`src/rtl/myo_spi_scheduler.sv`:
```
// Sweeps one shared SPI master across the motor boards of a myocontrol channel,
// streaming command RAM words out and writing received words into status RAM.
module myo_spi_scheduler #(
    parameter int unsigned NUM_MOTORS      = 8,
    parameter int unsigned WORDS_PER_FRAME = 12,
    parameter int unsigned SS_SETUP        = 4,
    parameter int unsigned SS_HOLD         = 4,
    parameter int unsigned UPDATE_PERIOD   = 50000,
    parameter int unsigned SPI_TIMEOUT     = 1024,
    localparam int unsigned MW = (NUM_MOTORS > 1) ? $clog2(NUM_MOTORS) : 1,
    localparam int unsigned WW = (WORDS_PER_FRAME > 1) ? $clog2(WORDS_PER_FRAME) : 1
) (
    input  logic                  clk,
    input  logic                  reset_n,
    input  logic                  enable,
    input  logic [NUM_MOTORS-1:0] motor_mask,
    input  logic                  err_clear,
    output logic [NUM_MOTORS-1:0] ss_n,
    output logic                  spi_start,
    output logic [15:0]           spi_tx_word,
    input  logic                  spi_done,
    input  logic [15:0]           spi_rx_word,
    output logic [MW+WW-1:0]      cmd_addr,
    input  logic [15:0]           cmd_data,
    output logic                  status_we,
    output logic [MW+WW-1:0]      status_addr,
    output logic [15:0]           status_data,
    output logic                  sweep_busy,
    output logic                  sweep_done,
    output logic                  overrun,
    output logic [NUM_MOTORS-1:0] err_flags
);

    localparam int unsigned PW = (UPDATE_PERIOD > 1) ? $clog2(UPDATE_PERIOD) : 1;
    localparam int unsigned TW = (SPI_TIMEOUT > 1) ? $clog2(SPI_TIMEOUT) : 1;
    localparam int unsigned CMAX = (SS_SETUP > SS_HOLD) ? SS_SETUP : SS_HOLD;
    localparam int unsigned CW = $clog2(CMAX + 1);

    typedef enum logic [2:0] {
        StIdle, StSelect, StSetup, StXfer, StWait, StStore, StHold, StFinish
    } state_e;

    state_e                state_q, state_d;
    logic [PW-1:0]         per_q, per_d;
    logic [NUM_MOTORS-1:0] mask_q, mask_d;
    logic [MW-1:0]         m_q, m_d;
    logic [WW-1:0]         w_q, w_d;
    logic [CW-1:0]         cnt_q, cnt_d;
    logic [TW-1:0]         to_q, to_d;
    logic [NUM_MOTORS-1:0] ss_n_q, ss_n_d;
    logic [15:0]           tx_q, tx_d;
    logic [MW+WW-1:0]      cmd_addr_q, cmd_addr_d;
    logic [MW+WW-1:0]      st_addr_q, st_addr_d;
    logic [15:0]           st_data_q, st_data_d;
    logic                  busy_q, busy_d;
    logic                  overrun_q, overrun_d;
    logic [NUM_MOTORS-1:0] err_q, err_d;

    logic          tick;
    logic          found;
    logic [MW-1:0] sel;

    assign tick = enable && (per_q == PW'(UPDATE_PERIOD - 1));

    always_comb begin
        per_d = per_q;
        if (!enable || tick) begin
            per_d = '0;
        end else begin
            per_d = per_q + PW'(1);
        end
    end

    // Lowest latched-mask bit at or above the current motor index.
    always_comb begin
        found = 1'b0;
        sel   = '0;
        for (int i = int'(NUM_MOTORS) - 1; i >= 0; i--) begin
            if (mask_q[i] && (i >= int'(m_q))) begin
                found = 1'b1;
                sel   = MW'(i);
            end
        end
    end

    always_comb begin
        state_d    = state_q;
        mask_d     = mask_q;
        m_d        = m_q;
        w_d        = w_q;
        cnt_d      = cnt_q;
        to_d       = to_q;
        ss_n_d     = ss_n_q;
        tx_d       = tx_q;
        cmd_addr_d = cmd_addr_q;
        st_addr_d  = st_addr_q;
        st_data_d  = st_data_q;
        busy_d     = busy_q;
        spi_start  = 1'b0;
        status_we  = 1'b0;
        sweep_done = 1'b0;

        // Clear first so a same-cycle set wins.
        overrun_d = err_clear ? 1'b0 : overrun_q;
        err_d     = err_clear ? '0 : err_q;
        if (tick && busy_q) begin
            overrun_d = 1'b1;
        end

        case (state_q)
            StIdle: begin
                if (tick) begin
                    mask_d  = motor_mask;
                    busy_d  = 1'b1;
                    m_d     = '0;
                    state_d = StSelect;
                end
            end
            StSelect: begin
                if (found && enable) begin
                    m_d        = sel;
                    w_d        = '0;
                    cnt_d      = '0;
                    ss_n_d     = ~(NUM_MOTORS'(1) << sel);
                    cmd_addr_d = {sel, WW'(0)};
                    state_d    = StSetup;
                end else begin
                    state_d = StFinish;
                end
            end
            StSetup: begin
                if (cnt_q == CW'(SS_SETUP - 1)) begin
                    tx_d    = cmd_data;
                    state_d = StXfer;
                end else begin
                    cnt_d = cnt_q + CW'(1);
                end
            end
            StXfer: begin
                spi_start  = 1'b1;
                cmd_addr_d = {m_q, w_q + WW'(1)};
                to_d       = '0;
                state_d    = StWait;
            end
            StWait: begin
                if (spi_done) begin
                    st_addr_d = {m_q, w_q};
                    st_data_d = spi_rx_word;
                    state_d   = StStore;
                end else if (to_q == TW'(SPI_TIMEOUT - 1)) begin
                    err_d[m_q] = 1'b1;
                    cnt_d      = '0;
                    state_d    = StHold;
                end else begin
                    to_d = to_q + TW'(1);
                end
            end
            StStore: begin
                status_we = 1'b1;
                if (w_q == WW'(WORDS_PER_FRAME - 1)) begin
                    cnt_d   = '0;
                    state_d = StHold;
                end else begin
                    w_d     = w_q + WW'(1);
                    tx_d    = cmd_data;
                    state_d = StXfer;
                end
            end
            StHold: begin
                if (cnt_q == CW'(SS_HOLD - 1)) begin
                    ss_n_d = '1;
                    if ((m_q == MW'(NUM_MOTORS - 1)) || !enable) begin
                        state_d = StFinish;
                    end else begin
                        m_d     = m_q + MW'(1);
                        state_d = StSelect;
                    end
                end else begin
                    cnt_d = cnt_q + CW'(1);
                end
            end
            StFinish: begin
                sweep_done = 1'b1;
                busy_d     = 1'b0;
                m_d        = '0;
                state_d    = StIdle;
            end
            default: state_d = StIdle;
        endcase
    end

    always_ff @(posedge clk or negedge reset_n) begin
        if (!reset_n) begin
            state_q    <= StIdle;
            per_q      <= '0;
            mask_q     <= '0;
            m_q        <= '0;
            w_q        <= '0;
            cnt_q      <= '0;
            to_q       <= '0;
            ss_n_q     <= '1;
            tx_q       <= '0;
            cmd_addr_q <= '0;
            st_addr_q  <= '0;
            st_data_q  <= '0;
            busy_q     <= 1'b0;
            overrun_q  <= 1'b0;
            err_q      <= '0;
        end else begin
            state_q    <= state_d;
            per_q      <= per_d;
            mask_q     <= mask_d;
            m_q        <= m_d;
            w_q        <= w_d;
            cnt_q      <= cnt_d;
            to_q       <= to_d;
            ss_n_q     <= ss_n_d;
            tx_q       <= tx_d;
            cmd_addr_q <= cmd_addr_d;
            st_addr_q  <= st_addr_d;
            st_data_q  <= st_data_d;
            busy_q     <= busy_d;
            overrun_q  <= overrun_d;
            err_q      <= err_d;
        end
    end

    assign ss_n        = ss_n_q;
    assign spi_tx_word = tx_q;
    assign cmd_addr    = cmd_addr_q;
    assign status_addr = st_addr_q;
    assign status_data = st_data_q;
    assign sweep_busy  = busy_q;
    assign overrun     = overrun_q;
    assign err_flags   = err_q;

endmodule
```
`config.mk`:
```
export PLATFORM = sky130hd
export DESIGN_NAME = myo_spi_scheduler
export DESIGN_NICKNAME = d
export VERILOG_FILES = /design/src/rtl/myo_spi_scheduler.sv
export SDC_FILE = /design/constraint.sdc
export NUM_CORES = 1
export LEC_CHECK = 0
export ABC_CLOCK_PERIOD_IN_PS = 2700
export CAP_MARGIN = 20
export CELL_PAD_IN_SITES_DETAIL_PLACEMENT = 1
export CELL_PAD_IN_SITES_GLOBAL_PLACEMENT = 2
export CORE_MARGIN = 1
export CORE_UTILIZATION = 33
export CTS_BUF_LIST = sky130_fd_sc_hd__clkbuf_8 sky130_fd_sc_hd__clkbuf_16
export CTS_CLUSTER_SIZE = 40
export DETAILED_ROUTE_END_ITERATION = 12
export GPL_TIMING_DRIVEN = 1
export PLACE_DENSITY = 0.86
export SKIP_LAST_GASP = 1
export SYNTH_ARGS = -nofsm -noshare
export SYNTH_HDL_FRONTEND = slang
export SYNTH_SLANG_ARGS = --single-unit
export TNS_END_PERCENT = 100
```
`constraint.sdc`:
```
create_clock -name clk -period 2.7 [get_ports clk]
set_input_delay 0.54 -clock clk [delete_from_list [all_inputs] [get_ports clk]]
set_output_delay 0.54 -clock clk [all_outputs]
set_load 0.01 [all_outputs]
```
* Word-level counts from Yosys, hierarchy flattened
Index checks and enable logic that the tools add are counted.
** Word-level totals
- Bits in registers :: 111
- Bits in read-only memories :: 0
- RAM bits :: 0
- Memories :: 0
- Input bits :: 45
- Latch bits :: 0
- Word-level logic and storage cells :: 156
** Cells by class
- Add/sub/neg operators :: 5
- Shift operators :: 1
- Div/mod/pow operators :: 0
- Eq/ne operators :: 24
- Multipliers :: 0
- Bitwise operators :: 2
- Reductions and logical operators :: 36
- Magnitude comparators :: 9
- Mux-type cells :: 64
** Operator list (count)
- $mux W3 :: 25
- $mux W16 :: 3
- $mux W8 :: 6
- $pmux W16 S2 :: 1
- $pmux W3 S4 :: 2
- $pmux W3 S8 :: 1
- $ne A2 B2 Y1 const B :: 11
- $mux W10 :: 2
- $pmux W10 S2 :: 1
- $add A16 B1 Y16 const B :: 1
- $eq A16 B16 Y1 const B :: 1
- $pmux W8 S2 :: 1
- $eq A3 B3 Y1 const B :: 5
- $mux W1 :: 15
- $pmux W7 S2 :: 1
- $reduce_bool A2 Y1 :: 7
- $reduce_and A3 Y1 :: 4
- $logic_and A1 B1 Y1 :: 11
- $add A10 B1 Y10 const B :: 1
- $eq A10 B10 Y1 const B :: 1
- $eq A3 B2 Y1 const B :: 3
- $ge A3 B3 Y1 const A :: 3
- $mux W4 :: 2
- $not A8 Y8 :: 1
- 24 further kinds :: 32

* Longest topological paths before layout
Gate-level depths: netlist of run 1.
- Depth after elaboration :: 13
- Mapped depth :: 8
- Depth with buffers taken out :: 7

* Least setup slack after synthesis of run 1
Ideal clock, no wire load.
- Path kind :: reg-to-reg
- From :: register m_q[1]
- To :: register cmd_addr_q[4] (netlist: cmd_addr[4])
- Clock period less this slack :: 2.344 ns
- Setup time :: 0.126 ns
- Path buffers :: 1
- Path slack :: 0.356 ns
- Stages on the path, launching flop included :: 9
- Arrival time :: 2.218 ns
- Path through :: dfrtp_1 -> buf_2 -> inv_1 -> ha_1 -> and2_1 -> a2111oi_4 -> o211a_2 -> nor2_1 -> a221o_1
** Between the ends
- Word-level cells in the longest chain between the ends :: 12
- Elaborated cells between the ends (all ways) :: 33
** RTL lines
- start, declared :: RTL line 46 : logic [MW-1:0] m_q, m_d;
- start signal, assigned :: RTL line 213 : m_q <= m_d;
- $ge A3 B3 Y1 :: RTL line 79 : if (mask_q[i] && (i >= int'(m_q))) begin
- $logic_and A1 B1 Y1 :: RTL line 79
- $mux W1 (7 in series) :: RTL line 79
- $logic_and A1 B1 Y1 :: RTL line 120 : if (found && enable) begin
- $ne A2 B2 Y1 (no line)
- $reduce_and A2 Y1 (no line)
- end signal, assigned :: RTL line 219 : cmd_addr_q <= cmd_addr_d;
- end, declared :: RTL line 52 : logic [MW+WW-1:0] cmd_addr_q, cmd_addr_d;
Several ways; a longest one is shown, not always the timed one. The select of a mux whose other input is x is not followed.
A chain may end at the register's enable or synchronous reset.

* Worst setup path after layout of run 1
- From :: register state_q[0]
- To :: output sweep_done
** Between the ends
- Word-level cells in the longest chain between the ends :: 2
** RTL lines
- start, declared :: RTL line 43 : state_e state_q, state_d;
- start signal, assigned :: RTL line 194 : state_q <= StIdle;
- start signal, assigned :: RTL line 210 : state_q <= state_d;
- $eq A3 B3 Y1 :: RTL line 110 : case (state_q)
- $mux W1 :: RTL line 110
- end, declared :: RTL line 29 : output logic sweep_done,
No other way between the ends.

==> summary.md, run 1 <==
| Metric | Value |
|---|---|
| Largest cells by area after synthesis | dfrtp_1 49%, mux2_1 5.5%, dfstp_2 4.0%, mux2_2 3.8%, nand2_1 2.6% |
| Final HPWL DP | 10.9 mm |
| Remaining Overflow, GRT | 0 |
| EDFF count, synth | 0 |
| Register clock-pin slew on the reported worst setup and hold paths | 0.08 ns |
| Finished Cell Area | between 7000 and 8000 µm² |
| Crit-path slowest cell | dfrtp_1 |
| Number of antenna violations at the first check in global routing | 0 |
| Total track usage | about a fifth |
| Critical path class | flop to output port |
| Max stage delay on crit path | 0.58 ns |
| Vias in the first global route | 4638 |
| Fin crit period | around 2.5 ns |
| CTS Buf Count | 9 |
| Final TNS setup | 0 ns |
| First-iteration detailed-routing DRC count | 170 |
| Die extent in x | 129 µm |
| Final RePlAce weighted congestion | 0.843 |
| Total I/O pin count | 112 |
| Total length of routed wires | 14.6 mm |
| Clock Root Buffer | clkbuf_16 |
| Fin crit share | 93.8% |
| Count of endpoints failing hold in the final timing report | 0 |
| Ratio of cells with drive above 1 in the final layout | a little under an eighth |
| Static leakage | 2.97 nW |
| Series of cell instances along the critical path | buf_4 > and3_1 > clkdlybuf4s50_1 |
| Worst slew margin | 56.2% |
| CTS Hold Buffers Added | 0 |
| Hold/Removal Path Class | primary input to asynchronous set/reset pin |
| Max Buffers Root-to-Sink | 2 |
| Cell count after synthesis | about 480 |
| Unrepaired setup endpoints after global routing | no |
| Status | finished, final reports clean |
| Worst-path fanout max | 14 |
| Netlist Area Pre-Place | around 5300 µm² |
| Number of cells upsized or downsized after cts | 0 |
| Req. time, crit path | 2.16 ns |
| Worst Skew | 0.00877 ns |
| Max frequency | 0.395 GHz |
| Y dimension of the die | approximately 130 µm |
| Clk Latency, worst-skew pair | 0.36 ns |
| CTS tree | yes |
| Total count of max-transition violations in the final report | 0 |
| Standard cell area after detailed placement | 6740 µm² |
| Maximum capacitance violations | 0 |
| Synthesized net count | 530 |
| Wire length of the first global-routing pass | ~24 mm |
| Filler-free cell count of the finished design | approximately 810 |
| Setup Buffers After CTS | 0 |
| Sort of element at the end of the critical path | output port |
| Slew at the pin closest to its max-slew limit | about 0.66 ns |
| Ys flop type | dfrtp_1 |
| Share of the synthesized area in the top cell type | 48.6% |
| Maximum VDD drop | 0.402 mV |
| Share of synthesized registers carrying an async set or reset | 100% |
| Worst EP arrival | approximately 2.0 ns |
| Clock sinks | 111 |
| Post-synthesis register bit count | 111 |
| Portion of the post-synthesis area used by sequential elements | roughly 53% |
| Synth unique cells | 72 |
| Area growth from synthesis to layout | 33.6% |
| Area of the placeable core | 15400 µm² |
| Number of warning messages in the yosys log | 0 |
| Post-DR wirelength/cell | 18.0 µm |
| Cell accounting for the most synthesized area | dfrtp_1 |
| Remaining antenna violation count after routing | 0 |
| Via count | 4282 |
| Total iterations of the first detailed-routing run | 4 |
| Drc violations | 0 |
| Net count of the finished layout | roughly 650 |
| Placed cell count | 792 |
| Count of endpoints failing setup in the final report | 0 |
| DIE AREA | about 17000 µm² |
| Kind of start point of the critical path | flop |
| Areal power density over the cells | about 930 nW/µm² |
| Std-Cell Rows | 45 |
| Count of buffers from port buffering | 111 |
| CTS H-tree lvls | 3 |
| DR vias/cell | 5.30 |
| Setup ws final | approximately 0.17 ns |
| Initial Util | 34.4% |
| Setup Slack @ Placement | 0.212 ns |
| Syn_area_per_cell | between 10 and 15 µm² |
| Largest net degree at the start of global routing | 50 |
| Antenna diode count | 0 |
power by group:
group | total (mW) | switching (mW) | internal, mW
registers | 2.50 | 0.384 | 2.12
clock network | 1.51 | 0.659 | 0.855
logic | 2.56 | 1.21 | 1.35
synth_stat cells, types with 3 or more instances:
cell type	count
mux2_2	18
o21a_1	4
or3_1	3
nor3_1	5
a21oi_1	14
a2bb2oi_1	4
inv_1	16
a22oi_1	3
nand4_1	6
o21ai_0	13
o211ai_1	9
inv_2	4
a32o_1	3
mux2i_1	3
buf_2	6
buf_1	3
clkbuf_1	12
mux2_1	26
o2bb2ai_1	7
o22ai_1	7
and4_1	5
and3_1	6
and2_1	7
xnor2_1	7
nand3_1	11
nor2_1	32
o2111ai_1	3
a221o_1	3
nand2b_1	3
nor2b_1	6
o21ai_1	8
o32a_1	4
nor3b_1	4
or4_1	4
ha_1	9
dfstp_2	8
xor2_1	10
dfrtp_1	103
a31oi_1	3
nand2_1	37
state kept, by name, indices dropped and copies added (netlist names):
name and flops:
to_q 10, cnt_q 3, cmd_addr 7, m_q 3, overrun 1, sweep_busy 1, state_q 3, per_q 16
status_data 16, spi_tx_word 16, err_flags 8, mask_q 8, status_addr 7, w_q 4, ss_n 8
critical path, delay by kind of cell, from the launching register on:
kind          cells  cell delay, ns
flops             1            0.58
buf+inv           2            0.81
simple gates      1            0.24
cells in the final DEF, fill, tap and decap left out, types with 10 or more instances in the layout:
cell type / synthesis / routed
buf_4: 1 / 14
nor2_1: 32 / 32
a21oi_1: 14 / 14
nand3_1: 11 / 11
mux2_2: 18 / 18
nand2_1: 37 / 37
mux2_1: 26 / 26
xor2_1: 10 / 10
clkdlybuf4s50_1: 0 / 110
dfrtp_1: 103 / 103
inv_1: 16 / 16
o21ai_0: 13 / 13
metrics by stage:
stage	hold slack [ns]	total power, mW	util (%)
6_report	0.198	6.57	45.9
5_1_grt	0.240	6.96	45.9
2_1_floorplan	0.244	3.78	-
4_1_cts	0.224	6.65	45.9
3_5_place_dp	0.454	5.12	43.7
3_3_place_gp	0.443	4.99	43.7
cell families after synthesis:
group                      share of synthesized area [%]
adders and majority gates                           2.12
DFF                                                 52.6
xor gates and xnor gates                            2.81
and+or+nand+nor                                     14.4
muxes                                               9.91
AOI/OAI and AO/OA                                   15.0
buffers and inverters                               3.19
layer usage:
| layer | vias to the layer above | track usage (%) | part of all wire, % |
|---|---|---|---|
| li1 | 1967 | - | - |
| met1 | 2204 | 23.9 | 44 |
| met2 | 88 | 32.1 | 50 |
| met3 | 23 | 3.24 | 3.4 |
| met4 | 0 | 8.24 | 2.1 |
| met5 | - | 0 | 0 |
final timing paths:
kind                                        startpoint                       to  slack [ns]  depth (start not counted)
worst max-delay path            state_q[0]$_DFFE_PN0P_               sweep_done        0.17                          3
worst min-delay path                           reset_n   err_flags[4]$_DFF_PN0_        0.20                          1
worst max register to register      m_q[0]$_DFFE_PN0P_  cmd_addr[4]$_DFFE_PN0P_        0.33                          7
worst min register to register      per_q[0]$_DFF_PN0_       per_q[0]$_DFF_PN0_        0.46                          1
max in group asynchronous                      reset_n      ss_n[4]$_DFFE_PN1P_        1.83                          2
min in group clk                    per_q[0]$_DFF_PN0_       per_q[0]$_DFF_PN0_        0.46                          1
final cells by class:
cell class,instances,area (µm²)
clock inverters,6,104
repair buffers,127,1270
fillers,1685,8350
inverters,20,75.1
flip-flops and latches,111,2790
multi-input cells,323,2350
clock buffers,10,239
well taps,211,264
Note: power is estimated with default switching activity, not from simulation.
==> run 2, diff against run 1 <==
==> constraint.sdc (replaced) <==
create_clock -name clk -period 2.7 [get_ports clk]
set_input_delay 0.675 -clock clk [delete_from_list [all_inputs] [get_ports clk]]
set_output_delay 0.675 -clock clk [all_outputs]
set_load 0.01 [all_outputs]
==> run 2 against run 1 <==
Compared with the run above: routed wire length is 0.13% lower; worst hold slack better by 0.11 ns; non-clock buffer count is 5 higher; sequential share of layout area rose by 0.24 points; largest cell class unchanged; largest power group unchanged.
==> summary.md, run 2 (synthesized netlist as in run 1, its figures left out) <==
| Metric | Value |
|---|---|
| Post-DR wirelength/cell | 17.9 µm (was 18.0 µm) |
| Max Buffers Root-to-Sink | 2 (unchanged) |
| Hold/Removal Path Class | primary input to asynchronous set/reset pin (unchanged) |
| CTS Buf Count | 9 (unchanged) |
| Worst R2R Path Depth | 7 (unchanged) |
| Y dimension of the die | 129 µm (unchanged) |
| Total iterations of the first detailed-routing run | 4 (unchanged) |
| Count of buffers from port buffering | 111 (unchanged) |
| Vias in the first global route | 4684 (was 4638) |
| Worst Skew | 0.00946 ns (was 0.00877 ns) |
| Total length of routed wires | 14.6 mm (about the same) |
| Worst r2r src | m_q[1]$_DFFE_PN0P_ (was m_q[0]$_DFFE_PN0P_) |
| Area growth from synthesis to layout | 32.9% (was 33.6%) |
| Remaining antenna violation count after routing | 0 (unchanged) |
| Setup Buffers After CTS | 0 (unchanged) |
| Final RePlAce weighted congestion | 0.819 (was 0.843) |
| Die extent in x | 129 µm (unchanged) |
| Worst EP arrival | 1.83 ns (was 1.99 ns) |
| Maximum VDD drop | 0.409 mV (was 0.402 mV) |
| Slew at the pin closest to its max-slew limit | 0.610 ns (was 0.657 ns) |
| Total count of max-transition violations in the final report | 0 (unchanged) |
| Total track usage | 18.9% (was 19.0%) |
| Clock Root Buffer | clkbuf_16 (unchanged) |
| Unrepaired setup endpoints after global routing | no (unchanged) |
| Worst-path fanout max | 12 (was 14) |
| CTS H-tree lvls | 3 (unchanged) |
| Antenna diode count | 0 (unchanged) |
| Total I/O pin count | 112 (unchanged) |
| Net count of the finished layout | 651 (was 646) |
| Fin crit share | 92.8% (was 93.8%) |
| Drc violations | 0 (unchanged) |
| Count of endpoints failing setup in the final report | 0 (unchanged) |
| Final HPWL DP | 10.9 mm (about the same) |
| Via count | 4241 (was 4282) |
| Hold_ws | 0.312 ns (was 0.198 ns) |
| Largest net degree at the start of global routing | 44 (was 50) |
| Std-Cell Rows | 45 (unchanged) |
| First-iteration detailed-routing DRC count | 251 (was 170) |
| Highest-count cells in the layout ignoring fill and taps | 110 x clkdlybuf4s50_1, 101 x dfrtp_1, 37 x nand2_1 (was 110 x clkdlybuf4s50_1, 103 x dfrtp_1, 37 x nand2_1) |
| Finished Cell Area | 7050 µm² (was 7080 µm²) |
| Standard cell area after detailed placement | 6740 µm² (unchanged) |
| Fin crit period | 2.51 ns (was 2.53 ns) |
| Placed cell count | 797 (was 792) |
| Filler-free cell count of the finished design | 813 (was 808) |
| Areal power density over the cells | 911 nW/µm² (was 928 nW/µm²) |
| Final TNS setup | 0 ns (unchanged) |
| Clk Latency, worst-skew pair | 0.36 ns (about the same) |
| Count of endpoints failing hold in the final timing report | 0 (unchanged) |
| Maximum capacitance violations | 0 (unchanged) |
| Kind of start point of the critical path | flop (unchanged) |
| Max frequency | 0.399 GHz (was 0.395 GHz) |
| Sort of element at the end of the critical path | output port (unchanged) |
| Register clock-pin slew on the reported worst setup and hold paths | 0.08 ns (about the same) |
| Status | finished, final reports clean (unchanged) |
| Commonest non-fill, non-tap cell in the layout | clkdlybuf4s50_1 (unchanged) |
| Number of antenna violations at the first check in global routing | 0 (unchanged) |
| Ratio of cells with drive above 1 in the final layout | 13.0% (was 11.9%) |
| Setup ws final | 0.193 ns (was 0.168 ns) |
| Worst slew margin | 59.0% (was 56.2%) |
| Remaining Overflow, GRT | 0 (unchanged) |
| Critical path class | flop to output port (unchanged) |
| Wire length of the first global-routing pass | 24.2 mm (was 24.1 mm) |
| Worst R2R End | ss_n[5]$_DFFE_PN1P_ (was cmd_addr[4]$_DFFE_PN0P_) |
| Clock sinks | 111 (unchanged) |
| Register-to-register path setup slack | 0.27 ns (was 0.33 ns) |
| Setup Slack @ Placement | 0.153 ns (was 0.212 ns) |
| DIE AREA | 16600 µm² (unchanged) |
| CTS tree | yes (unchanged) |
| Initial Util | 34.4% (unchanged) |
| Static leakage | 2.96 nW (was 2.97 nW) |
| Area of the placeable core | 15400 µm² (unchanged) |
| Req. time, crit path | 2.03 ns (was 2.16 ns) |
| DR vias/cell | 5.22 (was 5.30) |
run 2: changes by cell type in the layout (fill, tap and decap cells not counted), sizes merged:
cell	change
buf	+5
clkinv	-1
clkbuf	+1
clkinvlp	+1
bufinv	-2
inv	+1
run 2: worst max path at each step:
stage / depth (start not counted) / endpoint / slack [ns] / startpoint
global placement: 6 / ss_n[7]$_DFFE_PN1P_ / 0.22 / enable
CTS: 3 / sweep_done / 0.07 / state_q[0]$_DFFE_PN0P_
finish: 3 / sweep_done / 0.19 / state_q[0]$_DFFE_PN0P_
global route: 8 / cmd_addr[2]$_DFFE_PN0P_ / 0.08 / m_q[0]$_DFFE_PN0P_
floorplan: 8 / cmd_addr[4]$_DFFE_PN0P_ / 0.36 / m_q[1]$_DFFE_PN0P_
detailed placement: 6 / ss_n[5]$_DFFE_PN1P_ / 0.15 / enable
run 2: worst max-delay path, stage by stage, from the launching register on:
cell             delay, ns
dfrtp_2               0.49
buf_4                 0.19
and3_1                0.23
clkdlybuf4s50_1       0.56
run 2: final cells by class:
cell class	count	area [µm²]
clock buffer	11	253
timing repair buffer	132	1270
multi-input combinational	323	2350
sequential	111	2790
inverter	20	75.1
tap	211	264
clock inverter	5	51.3
fill	1711	8380
run 2: per-stage QoR:
stage / util [%] / total power [mW]
3_5_place_dp: 43.7 / 5.11
6_report: 45.7 / 6.42
5_1_grt: 45.7 / 6.80
4_1_cts: 45.7 / 6.48
2_1_floorplan: - / 3.78
3_3_place_gp: 43.7 / 5.00
run 2: routing by layer:
layer,share of wire (%),track usage (%)
met5,0,0
met4,1.3,6.30
met3,4.0,2.87
met2,50,31.6
met1,45,25.0
run 2: power by group:
| part | leakage (nW) | switching [mW] | internal [mW] |
|---|---|---|---|
| clock network | 0.143 | 0.657 | 0.696 |
| logic | 1.40 | 1.23 | 1.34 |
| registers | 1.41 | 0.377 | 2.12 |
run 2: repair_timing:
item                       in CTS  in global routing
setup endpoints to repair       0                  3
hold buffers                    0                  0
gates resized for setup         0                  2
==> run 3, diff against run 2 <==
CORE_ASPECT_RATIO = 1.75   (was not set)
==> run 3 against run 2 <==
Compared with the run above: the flow now finishes with violations (DRC); clock power increased by 4%; critical path depth unchanged; sequential cell count unchanged; utilization decreased by 0.93 points; die area increased by 0.12%; design area increased by 0.32%; via count increased by 0.90%; combinational power increased by 2%; critical endpoint unchanged; highest routed layer unchanged.
==> summary.md, run 3 (synthesized netlist as in run 1, its figures left out) <==
| Metric | Value |
|---|---|
| Net count of the finished layout | 651 (unchanged) |
| Sort of element at the end of the critical path | output port (unchanged) |
| Worst slew margin | 50.3% (was 59.0%) |
| DIE AREA | 16600 µm² (about the same) |
| Total I/O pin count | 112 (unchanged) |
| Filler-free cell count of the finished design | 792 (was 813) |
| Maximum VDD drop | 0.345 mV (was 0.409 mV) |
| Number of antenna violations at the first check in global routing | 1 (was 0) |
| Unrepaired setup endpoints after global routing | no (unchanged) |
| Worst R2R Path Depth | 8 (was 7) |
| Max Buffers Root-to-Sink | 2 (unchanged) |
| Std-Cell Rows | 61 (was 45) |
| Series of cell instances along the critical path | buf_4 > and3_1 > clkdlybuf4s50_1 (unchanged) |
| Largest net degree at the start of global routing | 54 (was 44) |
| Static leakage | 2.99 nW (was 2.96 nW) |
| Largest delay contributor family on the critical path | buffers and inverters (unchanged) |
| Count of buffers from port buffering | 111 (unchanged) |
| Highest-count cells in the layout ignoring fill and taps | 110 x clkdlybuf4s50_1, 102 x dfrtp_1, 37 x nand2_1 (was 110 x clkdlybuf4s50_1, 101 x dfrtp_1, 37 x nand2_1) |
| Kind of start point of the critical path | flop (unchanged) |
| Worst R2R End | cmd_addr[2]$_DFFE_PN0P_ (was ss_n[5]$_DFFE_PN1P_) |
| Remaining antenna violation count after routing | 0 (unchanged) |
| Count of endpoints failing hold in the final timing report | 0 (unchanged) |
| Crit-path slowest cell | clkdlybuf4s50_1 (unchanged) |
| Final RePlAce weighted congestion | 0.820 (was 0.819) |
| Via count | 4279 (was 4241) |
| Register-to-register path setup slack | 0.27 ns (about the same) |
| Areal power density over the cells | 920 nW/µm² (was 911 nW/µm²) |
| Ratio of cells with drive above 1 in the final layout | 12.8% (was 13.0%) |
| Final HPWL DP | 11.1 mm (was 10.9 mm) |
| Total track usage | 18.9% (about the same) |
| Placed cell count | 775 (was 797) |
| Count of endpoints failing setup in the final report | 0 (unchanged) |
| Total length of routed wires | 14.7 mm (was 14.6 mm) |
| Vias in the first global route | 4826 (was 4684) |
| Status | complete, but fails checks (was finished, final reports clean) |
| Maximum capacitance violations | 0 (unchanged) |
| Standard cell area after detailed placement | 6750 µm² (was 6740 µm²) |
| Violations in the final reports | DRC |
| Area of the placeable core | 15800 µm² (was 15400 µm²) |
| Y dimension of the die | 170 µm (was 129 µm) |
| CTS Buf Count | 9 (unchanged) |
| Finished Cell Area | 7070 µm² (was 7050 µm²) |
| DR vias/cell | 5.40 (was 5.22) |
| Area growth from synthesis to layout | 33.3% (was 32.9%) |
| Fin crit share | 93.3% (was 92.8%) |
| Remaining Overflow, GRT | 0 (unchanged) |
| Critical path class | flop to output port (unchanged) |
| Clk Latency, worst-skew pair | 0.36 ns (about the same) |
| Commonest non-fill, non-tap cell in the layout | clkdlybuf4s50_1 (unchanged) |
| Drc violations | 14 (was 0) |
| Die extent in x | 97.8 µm (was 129 µm) |
| Initial Util | 33.6% (was 34.4%) |
| Worst EP arrival | 1.84 ns (was 1.83 ns) |
| Register clock-pin slew on the reported worst setup and hold paths | 0.08 ns (about the same) |
| First-iteration detailed-routing DRC count | 178 (was 251) |
| Max frequency | 0.397 GHz (was 0.399 GHz) |
| Wire length of the first global-routing pass | 24.6 mm (was 24.2 mm) |
| Slew at the pin closest to its max-slew limit | 0.745 ns (was 0.610 ns) |
| Hold/Removal Path Class | primary input to asynchronous set/reset pin (unchanged) |
| Total iterations of the first detailed-routing run | 9 (was 4) |
| Clock sinks | 111 (unchanged) |
| Req. time, crit path | 2.03 ns (about the same) |
| CTS tree | yes (unchanged) |
| Total count of max-transition violations in the final report | 0 (unchanged) |
| Critical path buffer and inverter count | 2 (unchanged) |
| Fin crit period | 2.52 ns (was 2.51 ns) |
| Post-DR wirelength/cell | 18.5 µm (was 17.9 µm) |
| Worst Skew | 0.00939 ns (was 0.00946 ns) |
| Worst r2r src | m_q[0]$_DFFE_PN0P_ (was m_q[1]$_DFFE_PN0P_) |
| CTS H-tree lvls | 3 (unchanged) |
| Max stage delay on crit path | 0.56 ns (about the same) |
| Final TNS setup | 0 ns (unchanged) |
| Clock Root Buffer | clkbuf_16 (unchanged) |
| Worst-path fanout max | 13 (was 12) |
[run 3: changes by cell type in the layout (fill, tap and decap cells not counted), sizes merged]
| cell | change |
|---|---|
| clkinv | +2 |
| diode | +1 |
| clkinvlp | -1 |
| bufinv | +1 |
| clkbuf | -2 |
[run 3: repair_timing]
| item | 4_1_cts | 5_1_grt |
|---|---|---|
| endpoints found under the setup margin | 0 | 1 |
| gates resized for setup | 0 | 1 |
| setup buffers | 0 | 0 |
| hold buffers | 0 | 0 |
[run 3: layer usage]
metal	up-vias	share of wire [%]	global-route usage [%]
li1	1980	-	-
met1	2184	36	19.4
met2	95	58	37.4
met3	20	3.7	2.92
met4	0	2.1	7.58
met5	-	0	0
[run 3: worst max-delay path by stage]
stage / start / to / depth (start not counted)
final: state_q[0]$_DFFE_PN0P_ / sweep_done / 3
after global routing: m_q[0]$_DFFE_PN0P_ / cmd_addr[2]$_DFFE_PN0P_ / 8
after CTS: state_q[0]$_DFFE_PN0P_ / sweep_done / 3
after detailed placement: enable / ss_n[4]$_DFFE_PN1P_ / 6
after global placement: enable / ss_n[6]$_DFFE_PN1P_ / 6
after floorplan: m_q[1]$_DFFE_PN0P_ / cmd_addr[4]$_DFFE_PN0P_ / 8
[run 3: final cells by class]
type                       instances  area, µm²
inverter                          20       75.1
tap                              189        236
multi-input combinational        323       2350
antenna                            1       2.50
timing repair buffer             132       1300
clock buffer                       9        225
sequential                       111       2790
fill                            1696       8730
clock inverter                     7       90.1
[run 3: through the flow]
step                power (mW)  setup slack (ns)  hold slack, ns  util, %
global placement          5.04             0.225           0.445     42.7
detailed placement        5.14             0.174           0.473     42.7
CTS                       6.58            0.0703           0.404     44.7
global route              6.90            0.0822           0.424     44.7
finish                    6.50             0.180           0.372     44.7
floorplan                 3.78             0.356           0.379        -
[run 3: where the power goes]
part	switching [mW]	total, mW	internal, mW
clock network	0.661	1.40	0.742
logic	1.26	2.63	1.37
registers	0.348	2.47	2.12
total	2.27	6.50	4.23
